===== src/rtl/fifo_pkg.sv =====
// Shared constants and FSM encoding for the FIFO burst reader.
package fifo_pkg;

  localparam int unsigned FIFO_WIDTH = 16;
  localparam int unsigned FIFO_DEPTH = 512;
  localparam int unsigned BURST_W    = 10;

  typedef enum logic [1:0] {
    IDLE = 2'd0,
    RUN  = 2'd1,
    DONE = 2'd2
  } state_t;

endpackage


===== src/rtl/fifo_rd_skid.sv =====
// Two-entry skid buffer holding FIFO read data until the stream consumer accepts it.
module fifo_rd_skid #(
  parameter int unsigned WIDTH = fifo_pkg::FIFO_WIDTH
) (
  input  logic             clk_b,
  input  logic             rst,
  input  logic             push,
  input  logic             pop,
  input  logic [WIDTH-1:0] data_in,
  output logic [WIDTH-1:0] data_out,
  output logic [1:0]       occ
);

  logic [WIDTH-1:0] head;
  logic [WIDTH-1:0] tail;

  // head is always the oldest entry; tail only holds data when occ==2
  always_ff @(posedge clk_b) begin
    if (rst) begin
      occ  <= 2'd0;
      head <= '0;
      tail <= '0;
    end else begin
      case ({push, pop})
        2'b10: begin
          if (occ == 2'd0) head <= data_in;
          else             tail <= data_in;
          occ <= occ + 2'd1;
        end
        2'b01: begin
          head <= tail;
          occ  <= occ - 2'd1;
        end
        2'b11: begin
          if (occ == 2'd1) begin
            head <= data_in;
          end else begin
            head <= tail;
            tail <= data_in;
          end
        end
        default: ;
      endcase
    end
  end

  assign data_out = head;

endmodule


===== src/rtl/fifo_reader.sv =====
// Reads a requested burst of words from a FIFO and presents them as a valid/ready stream.
module fifo_reader
  import fifo_pkg::*;
#(
  parameter int unsigned FIFO_WIDTH = fifo_pkg::FIFO_WIDTH,
  parameter int unsigned BURST_W    = fifo_pkg::BURST_W
) (
  input  logic                  clk_b,
  input  logic                  rst,
  input  logic                  start,
  input  logic [BURST_W-1:0]    burst_len,
  output logic                  ren_b,
  input  logic [FIFO_WIDTH-1:0] dout_b,
  input  logic                  empty,
  output logic [FIFO_WIDTH-1:0] m_data,
  output logic                  m_valid,
  input  logic                  m_ready,
  output logic                  busy,
  output logic                  done,
  output logic [BURST_W-1:0]    rd_count
);

  state_t             state;
  state_t             state_n;
  logic [BURST_W-1:0] burst_q;
  logic [BURST_W-1:0] issued;
  logic               inflight;
  logic [1:0]         occ;
  logic               pop;
  logic               last_pop;
  logic [2:0]         level;

  assign m_valid  = (occ != 2'd0);
  assign pop      = m_valid && m_ready;
  assign last_pop = pop && ((rd_count + BURST_W'(1)) == burst_q);
  // Words that will be buffered after this cycle if nothing new is read
  assign level    = 3'(occ) + 3'(inflight) - 3'(pop);

  always_comb begin
    state_n = state;
    ren_b   = 1'b0;
    case (state)
      IDLE: begin
        if (start) state_n = (burst_len == '0) ? DONE : RUN;
      end
      RUN: begin
        ren_b = !rst && !empty && (issued < burst_q) && (level < 3'd2);
        if (last_pop) state_n = DONE;
      end
      DONE:    state_n = IDLE;
      default: state_n = IDLE;
    endcase
  end

  always_ff @(posedge clk_b) begin
    if (rst) begin
      state    <= IDLE;
      burst_q  <= '0;
      issued   <= '0;
      rd_count <= '0;
      inflight <= 1'b0;
      busy     <= 1'b0;
      done     <= 1'b0;
    end else begin
      state    <= state_n;
      inflight <= ren_b;
      busy     <= (state_n != IDLE);
      done     <= (state_n == DONE);
      if ((state == IDLE) && start) begin
        burst_q  <= burst_len;
        issued   <= '0;
        rd_count <= '0;
      end else begin
        if (ren_b) issued   <= issued + BURST_W'(1);
        if (pop)   rd_count <= rd_count + BURST_W'(1);
      end
    end
  end

  fifo_rd_skid #(
    .WIDTH(FIFO_WIDTH)
  ) u_skid (
    .clk_b    (clk_b),
    .rst      (rst),
    .push     (inflight),
    .pop      (pop),
    .data_in  (dout_b),
    .data_out (m_data),
    .occ      (occ)
  );

endmodule

===== config.mk =====
export PLATFORM = sky130hd
export DESIGN_NAME = fifo_reader
export DESIGN_NICKNAME = d
export VERILOG_FILES = /design/src/rtl/fifo_pkg.sv /design/src/rtl/fifo_rd_skid.sv /design/src/rtl/fifo_reader.sv
export SDC_FILE = /design/constraint.sdc
export NUM_CORES = 1
export LEC_CHECK = 0
export ABC_AREA = 1
export ABC_CLOCK_PERIOD_IN_PS = 2850
export BUFFER_PORTS_ARGS = -buffer_cell sky130_fd_sc_hd__clkbuf_2
export CAP_MARGIN = 20
export CORE_ASPECT_RATIO = 0.6
export CORE_MARGIN = 8
export CORE_UTILIZATION = 35
export CTS_CLUSTER_DIAMETER = 60
export DETAILED_ROUTE_END_ITERATION = 8
export PLACE_DENSITY_LB_ADDON = 0.15
export SETUP_SLACK_MARGIN = 0.4
export SYNTH_ARGS = -nofsm -noshare
export SYNTH_HDL_FRONTEND = slang
export SYNTH_HIERARCHICAL = 1
export SYNTH_SLANG_ARGS = --single-unit

===== constraint.sdc =====
create_clock -name clk_b -period 2.85 [get_ports clk_b]
set_input_delay 0.285 -clock clk_b [delete_from_list [all_inputs] [get_ports clk_b]]
set_output_delay 0.285 -clock clk_b [all_outputs]
set_load 0.01 [all_outputs]

# Word level (Yosys, flattened, before mapping)
# Index checks and enable logic that the tools add are counted.
[word_totals] regBits=69 inputBits=31 output_inout_bits=30 word_cells=59
[classes] add_sub_neg=6 n_lt_le_gt_ge=2 eq_ne=10 n_mux=12 reduce_logical=19
[ops] cell="$mux 16" n=4
[ops] cell="$pmux 16 s3" n=1
[ops] cell="$pmux 16 s2" n=1
[ops] cell="$add 10x1->10 const B" n=2
[ops] cell="$eq 10x10->1" n=1
[ops] cell="$logic_not 10->1" n=1
[ops] cell="$lt 10x10->1" n=1
[ops] cell="$pmux 2 s2" n=2
[ops] cell="$reduce_bool 2->1" n=4
[ops] cell="$eq 2x1->1 const B" n=3
[ops] cell="$eq 2x2->1 const B" n=3
[ops] cell="$logic_and 1x1->1" n=6
[ops] cell="$mux 2" n=3
[ops] cell="$logic_not 2->1" n=2
[ops] cell="$ne 2x2->1 const B" n=2
[ops] cell="$add 2x1->3" n=1
[ops] cell="$lt 3x2->1 const B" n=1
[ops] cell="$reduce_and 3->1" n=1
[ops] cell="$reduce_bool 3->1" n=1
[ops] cell="$sub 3x1->3" n=1
[ops] cell="$add 2x1->2 const B" n=1
[ops] cell="$logic_not 1->1" n=2
[ops] cell="$ne 2x1->1 const B" n=1
[ops] cell="$reduce_and 2->1" n=1
[ops] cell="other kinds (3)" n=3

# Depth between registers and ports, before layout
# Gate-level depths: netlist of run 1.
[logic_depth] depth_word=6 depth_mapped=15 depth_no_buf=14

# Modules after synthesis
# Netlist of run 1, hierarchy kept.
[by_module_without_submodules] mod="fifo_reader" instances=1 cells_per_inst=297 area_each_um2=2063.2 seq_area_each_um2=700.7
[by_module_without_submodules] mod="fifo_rd_skid" instances=1 cells_per_inst=273 area_each_um2=1840.5 seq_area_each_um2=680.7

# Least setup slack after synthesis of run 1
# Ideal clock, no wire load.
[synth_path] path_kind="register to register" from="register u_skid.occ[1]" to="register issued[4]" setup_ps=132 t_arrival_ps=2543 t_required_ps=2718 slack_ps=174 path_stages_with_launch=14 n_path_buf=2 synth_period_minus_slack_ps=2676 path_cell_list="dfxtp_1 > nor2_1 > nor2_1 > clkbuf_1 > ha_1 > inv_1 > nand2_1 > fa_1 > xor2_1 > nor2_1 > nand3_2 > buf_2 > o21ai_0 > a21oi_1"
[synth_via] elab_chain_len=6 elab_cells_between_ends=7 classes_between="2 x add/sub; 1 x order compare; 1 x mux; 3 x reduce/logical"
[synth_rtl] element="from (decl)" line_no="fifo_rd_skid.sv:11" source="output logic [1:0] occ"
[synth_rtl] element="from (signal assigned)" line_no="fifo_rd_skid.sv:28" source="occ <= occ + 2'd1;"
[synth_rtl] element="from (signal assigned)" line_no="fifo_rd_skid.sv:32" source="occ <= occ - 2'd1;"
[synth_rtl] element="$reduce_bool 2->1" line_no="fifo_reader.sv:33" source="assign m_valid = (occ != 2'd0);"
[synth_rtl] element="$logic_and 1x1->1" line_no="fifo_reader.sv:34" source="assign pop = m_valid && m_ready;"
[synth_rtl] element="via pop" line_no="fifo_reader.sv:29" source="logic pop;"
[synth_rtl] element="$sub 3x1->3" line_no="fifo_reader.sv:37" source="assign level = 3'(occ) + 3'(inflight) - 3'(pop);"
[synth_rtl] element="$lt 3x2->1" line_no="fifo_reader.sv:47" source="ren_b = !rst && !empty && (issued < burst_q) && (level < 3'd2);"
[synth_rtl] element="$logic_and 1x1->1" line_no="fifo_reader.sv:47"
[synth_rtl] element="$mux 1" line_no="fifo_reader.sv:42" source="case (state)"
[synth_rtl] element="to (signal assigned)" line_no="fifo_reader.sv:74" source="if (ren_b) issued <= issued + BURST_W'(1);"
[synth_rtl] element="to (decl)" line_no="fifo_reader.sv:26" source="logic [BURST_W-1:0] issued;"
# The timed path passes the listed nets, and every way through them passes these cells.
# A chain may end at the register's enable or synchronous reset.

# Worst setup path after layout of run 1
[layout_path] from="register u_skid.occ[0]" to="output ren_b"
[layout_via] elab_chain_len=6 elab_cells_between_ends=7 classes_between="2 x add/sub; 1 x order compare; 1 x mux; 3 x reduce/logical"
[layout_rtl] element="branches (longest 2 deep; another with $add 2x1->3)"
[layout_rtl] element="$sub 3x1->3 (*)" line_no="fifo_reader.sv:37"
[layout_rtl] element="$lt 3x2->1 (*)" line_no="fifo_reader.sv:47"
[layout_rtl] element="$logic_and 1x1->1 (*)" line_no="fifo_reader.sv:47"
[layout_rtl] element="$mux 1 (*)" line_no="fifo_reader.sv:42"
[layout_rtl] element="to (decl)" line_no="fifo_reader.sv:12" source="output logic ren_b,"
# Mark *: on every way between the ends.

==> flow_summary_export.csv, run 1 <==
group,metric,value,unit
outcome,status,"finished clean",
critical_path,critPathCaptureType,"primary output",
min_path,hold_path.class,"input pin to register",
global_route,track_usage,14.4,%
logic_synthesis,synth_edf_count,0,
cts,clockBufferDepth,2,
pwr,p_per_area,800,nW/um2
cts,postCtsHoldBufs,0,
logic_synthesis,syn_inst,570,
critical_path,reg2reg_depth,16,
drt,drtIter0Drc,221,
cells_and_area,stdcell_area,4720,um2
placed_design,placed_cell_area,4330,um2
floorplanning,fp.dieW,152,um
critical_path,cp_data_required_time,2.57,ns
cts,cts-root-buf,"clkbuf_16",
placed_design,place.gp.congestion,0.794,
drt,vias,3701,
floorplanning,die_y,97.8,um
global_route,overflow,0,
cts,ctsHtreeMaxLevel,3,
job,maxCapViolCount,0,
timing,setup_tns,0,ns
critical_path,worst_path_largest_cell_delay,0.58,ns
placed_design,place_inst,761,
placed_design,preCtsSetupSlack,0.397,ns
timing,grt_setup_unrepaired,"yes",
cells_and_area,multiInputGateArea,2180,um2
floorplanning,num_io_pins,61,
placed_design,port_buffers,60,
critical_path,cp.arrival,2.28,ns
cts,clock_sinks,69,
timing,clock_skew,0.00599,ns
cells_and_area,fillers,1164,
logic_synthesis,synth_warnings,6,
cts,numCtsBuffers,9,
global_route,grt_pass1_wl,17400,um
pwr,peakVddDrop,0.378,mV
drt,drt_first_pass_iters,4,
global_route,grt_pass1_vias,3352,
critical_path,path_buf_inv,4,
critical_path,cpMaxStageDelayCell,"fa_2",
timing,fin_crit,2.56,ns
critical_path,path_cells,"nor2_4, nor2_2, ha_1, inv_2, nand2_2, fa_2, inv_2, nor2_4, nand3_4, inv_4, buf_6",
critical_path,critPathTopFamily,"adder cells",
timing,fin_ws,0.286,ns
pwr,cellLeakagePower,2.27,nW
cells_and_area,final_cells,783,
floorplanning,dieArea,14900,um2
logic_synthesis,ys.flop_type,"dfxtp_1",
global_route,antenna_found_initial,0,
logic_synthesis,synth.most_common_cell,"nand2_1",
logic_synthesis,ys_types,37,
timing,fmax,390,MHz
timing,worstMarginPinSlew,0.429,ns
cts,clk_pin_slew,0.06,ns
drt,wl_per_cell,13.7,um
cells_and_area,area_growth,20.9,%
cells_and_area,utilization,42.6,%
logic_synthesis,syn_nets,620,
drt,via_per_inst,4.73,
timing,hold_viol_final,0,
logic_synthesis,avgSynthCellArea,6.85,um2
floorplanning,initial_core_util,35.3,%
cells_and_area,nets,684,
cts,cts_tree,"built",
cts,clkLatencyLatePin,0.33,ns
drt,drcViolationCount,0,
logic_synthesis,synth_top_cells_by_area,"dfxtp_1 (35%), nand2_1 (14%), nor2_1 (7.7%)",
cells_and_area,drive_above_1_share,18.2,%
logic_synthesis,yosysTopAreaCell,"dfxtp_1",
critical_path,ff2ff_setup_slack,0.45,ns
drt,routed_wl,10700,um
min_path,min_path_cells,3,
floorplanning,fp.coreArea,11100,um2
timing,slew_violations,0,
placed_design,dp_hpwl,8060,um
timing,setup_violations,0,
critical_path,cp_max_fo,2,
logic_synthesis,synth_top_area_share,35.4,%
critical_path,crit_type,"register to primary output",
cells_and_area,antennaDiodeCount,0,
critical_path,path_depth,11,
logic_synthesis,seq_area_frac_synth,35.4,%
logic_synthesis,synth.cell_area,3900,um2
cells_and_area,regArea,1390,um2
timing,max_slew_margin,71.3,%
timing,fin_crit_sh,90.0,%
drt,antenna_left,0,
critical_path,cp-start-kind,"register",
floorplanning,fp-row-count,30,
global_route,grt_max_degree,34,
logic_synthesis,synth_common_cells,"nand2_1 (141), nor2_1 (80), dfxtp_1 (69), inv_1 (64), nand3_1 (52)",
logic_synthesis,ys_ff_latch,69,
logic_synthesis,async_reset_ff_share,0,%
==> where the power goes <==
part           internal, mW  total (mW)  switching, mW
Sequential             1.15        1.27          0.116
Combinational         0.552        1.40          0.851
Clock                 0.698        1.10          0.405
==> cells in the final DEF, fill, tap and decap left out, types with 2 or more instances in the layout <==
cell / instances
a211oi_1: 11
inv_1: 62
o21ai_0: 11
a21oi_1: 43
clkinv_2: 2
or2_2: 2
dfxtp_1: 67
nand2_1: 140
ha_1: 18
nand2_2: 2
nand3b_1: 16
clkbuf_16: 9
dfxtp_4: 2
buf_4: 13
o211ai_1: 2
nand3_1: 52
clkbuf_2: 59
nand2_4: 4
nor2_2: 2
xnor2_1: 2
xor2_1: 8
clkbuf_1: 2
nor4_1: 2
nor2_4: 5
nor2_1: 77
nor3_1: 4
inv_2: 5
==> cells by family after synthesis <==
family	after synthesis	synth area share [%]
AOI/OAI and AO/OA	72	10.6
xor gates and xnor gates	11	2.82
adders and majority gates	19	6.28
buffers and inverters	89	9.55
DFF	69	35.4
and+or+nand+nor	310	35.3
==> worst min-delay path: cells and delay by family <==
kind                   cells  cell delay [ns]
AOI/OAI and AO/OA          1             0.05
and+or+nand+nor            1             0.09
buffers and inverters      1             0.09
==> worst paths after layout <==
check,endpoint,start
min,burst_q[9]$_SDFFE_PP0P_,burst_len[9]
min reg2reg,u_skid/tail[14]$_SDFFE_PP0P_,u_skid/tail[14]$_SDFFE_PP0P_
max,ren_b,u_skid/occ[0]$_SDFFE_PP0P_
max reg2reg,issued[2]$_SDFFE_PP0P_,u_skid/occ[0]$_SDFFE_PP0P_
==> layer usage <==
layer	routed length (um)	share of wire, %	up-vias	GRT usage, %
met5	0	0	-	0
met4	87	0.81	0	3.67
met3	592	5.5	10	3.92
met2	3980	37	93	18.4
met1	6050	56	1649	22.3
li1	-	-	1949	-
==> area by class of cell <==
cell class,count,area share [%]
Clock buffer,12,5.22
Multi-Input combinational cell,412,46.2
Clock inverter,4,1.01
Timing Repair Buffer,74,8.88
Sequential cell,69,29.4
Tap cell,144,3.82
Inverter,68,5.46
==> sequential cells by signal (all words and copies together), names as in the netlist <==
signal           cells
done                 1
u_skid/tail         16
state                2
burst_q             10
u_skid/data_out     16
issued              10
busy                 1
u_skid/occ           2
inflight             1
rd_count            10
==> metrics by stage <==
stage               total power [mW]  hold WS (ns)
CTS                             3.75         0.231
global route                    4.05         0.254
finish                          3.78         0.239
detailed placement              2.58         0.469
floorplan                       2.20         0.363
global placement                2.57         0.460
==> what timing repair did <==
action	CTS	global route
hold endpoints to repair	0	0
setup buffers	3	2
resized for setup	9	7
pin swaps	3	4
endpoints found under the setup margin	6	2
(Power assumes the default switching activity.)
==> run 2: changes to the inputs <==
Settings changed: ABC_CLOCK_PERIOD_IN_PS 2850 to 3200, CORE_UTILIZATION 35 to 63, CTS_BUF_LIST set to sky130_fd_sc_hd__clkbuf_4 sky130_fd_sc_hd__clkbuf_8.
Clock period 2.85 ns to 3.2 ns, I/O delays scaled along.
==> flow_summary_export.csv, run 2 (synthesized netlist as in run 1, its figures left out) <==
group,metric,value,unit
pwr,p_sw_share,39.6,%
critical_path,cp_data_required_time,2.88,ns
cts,cts-root-buf,"clkbuf_8",
pwr,pwr-share-comb,38.1,%
critical_path,reg2reg_depth,12,
cts,clkLatencyLatePin,0.35,ns
timing,fmax,376,MHz
critical_path,critPathCaptureType,"primary output",
cells_and_area,antennaDiodeCount,0,
pwr,p_per_area,680,nW/um2
floorplanning,initial_core_util,64.5,%
floorplanning,die_y,77.0,um
critical_path,cp-start-kind,"register",
global_route,grt_max_degree,45,
global_route,grt_pass1_wl,16000,um
pwr,internal-power,1.83,mW
critical_path,ff2ff_setup_slack,0.84,ns
timing,setup_tns,0,ns
min_path,hp-start,"burst_len[3]",
drt,wl_per_cell,13.9,um
cells_and_area,stdcell_area,4470,um2
cts,postCtsHoldBufs,0,
min_path,min_to,"burst_q[3]$_SDFFE_PP0P_",
critical_path,cp_max_fo,7,
cts,clockBufferDepth,2,
critical_path,r2r-start,"u_skid/occ[1]$_SDFFE_PP0P_",
timing,slew_violations,0,
drt,via_per_inst,5.38,
floorplanning,dieArea,9050,um2
placed_design,place.gp.congestion,0.880,
drt,vias,3848,
floorplanning,fp-row-count,22,
cts,numCtsBuffers,9,
drt,antenna_left,0,
drt,drtIter0Drc,384,
job,maxCapViolCount,0,
timing,max_slew_margin,59.0,%
drt,routed_wl,9960,um
floorplanning,fp.coreArea,6060,um2
placed_design,port_buffers,60,
drt,drcViolationCount,0,
critical_path,cp.arrival,2.34,ns
floorplanning,fp.dieW,118,um
critical_path,cpMaxStageDelayCell,"fa_1",
outcome,status,"finished clean",
cts,clock_sinks,69,
critical_path,rr_endpoint,"issued[0]$_SDFFE_PP0P_",
critical_path,worst_path_largest_cell_delay,0.49,ns
pwr,cellLeakagePower,2.18,nW
cells_and_area,fillers,507,
cells_and_area,drive_above_1_share,16.5,%
timing,grt_setup_unrepaired,"no",
pwr,power.switching,1.20,mW
cts,ctsHtreeMaxLevel,3,
pwr,clock_power_share,24.7,%
placed_design,dp_hpwl,7350,um
global_route,antenna_found_initial,0,
global_route,overflow,0,
timing,worstMarginPinSlew,0.613,ns
timing,fin_crit_sh,83.2,%
cells_and_area,most-common-layout-cells,"nand2_1 (141), nor2_1 (79), dfxtp_1 (67)",
cells_and_area,area_growth,14.4,%
timing,whs,0.249,ns
cells_and_area,mostFrequentLayoutCell,"nand2_1",
critical_path,path_buf_inv,4,
critical_path,critPathTopFamily,"adder cells",
min_path,hold_path.class,"input pin to register",
critical_path,path_cells,"nor2_1, nor2_1, ha_1, inv_1, nand2_1, fa_1, inv_1, nor2_2, nand3_4, inv_4, clkbuf_2",
cts,cts_tree,"built",
timing,hold_viol_final,0,
timing,clock_skew,0.00797,ns
global_route,track_usage,21.3,%
pwr,peakVddDrop,0.420,mV
cts,clk_pin_slew,0.08,ns
min_path,min_path_cells,3,
placed_design,placed_cell_area,4220,um2
global_route,grt_pass1_vias,3356,
timing,setup_violations,0,
pwr,power_frac_seq,37.2,%
critical_path,crit_type,"register to primary output",
drt,drt_first_pass_iters,6,
floorplanning,num_io_pins,61,
cells_and_area,nets,676,
timing,fin_crit,2.66,ns
[run 2: through the flow]
stage | utilization, % | total power [mW] | cells | setup slack, ns
3_3_place_gp | 69.7 | 2.22 | 697 | 0.741
3_5_place_dp | 69.7 | 2.25 | 697 | 0.653
2_1_floorplan | - | 1.95 | 570 | 0.524
5_1_grt | 73.7 | 3.23 | 715 | 0.390
4_1_cts | 73.4 | 3.01 | 714 | 0.463
6_report | 73.7 | 3.04 | 715 | 0.538
[run 2: worst min-delay path, cell delays in order]
cell	delay [ns]
clkbuf_2	0.09
nor2_1	0.10
a211oi_1	0.05
[run 2: metal layers]
layer | part of all wire [%] | GRT usage (%)
met2 | 42 | 32.1
met1 | 48 | 29.7
met3 | 9.0 | 5.12
met4 | 0.98 | 5.72
met5 | 0 | 0
[run 2: power groups by stage]
| stage | logic [mW] | clock network, mW | registers [mW] |
|---|---|---|---|
| 2_1_floorplan | 0.776 | 0 | 1.18 |
| 3_3_place_gp | 1.08 | 0 | 1.14 |
| 3_5_place_dp | 1.11 | 0 | 1.15 |
| 4_1_cts | 1.13 | 0.754 | 1.13 |
| 5_1_grt | 1.29 | 0.792 | 1.15 |
| 6_report | 1.16 | 0.751 | 1.13 |
[run 2: final cells by class]
| class | count | area [um2] | share of cell area [%] |
|---|---|---|---|
| multi-input combinational | 412 | 2160 | 48.4 |
| sequential | 69 | 1380 | 31.0 |
| inverter | 68 | 258 | 5.77 |
| clock inverter | 7 | 82.6 | 1.85 |
| clock buffer | 9 | 124 | 2.77 |
| timing repair buffer | 66 | 353 | 7.90 |
| tap | 84 | 105 | 2.35 |
[run 2: timing repair]
item	CTS	global route
setup endpoints to repair	1	1
gates resized for setup	3	2
buffers inserted	1	0
[run 2: worst max-delay path by stage]
stage / startpoint / end / cells past startpoint
after CTS: u_skid/occ[0]$_SDFFE_PP0P_ / ren_b / 11
after global routing: u_skid/occ[0]$_SDFFE_PP0P_ / ren_b / 11
final: u_skid/occ[1]$_SDFFE_PP0P_ / ren_b / 11
after global placement: u_skid/occ[1]$_SDFFE_PP0P_ / ren_b / 11
after floorplan: u_skid/occ[1]$_SDFFE_PP0P_ / issued[4]$_SDFFE_PP0P_ / 13
after detailed placement: u_skid/occ[1]$_SDFFE_PP0P_ / ren_b / 11
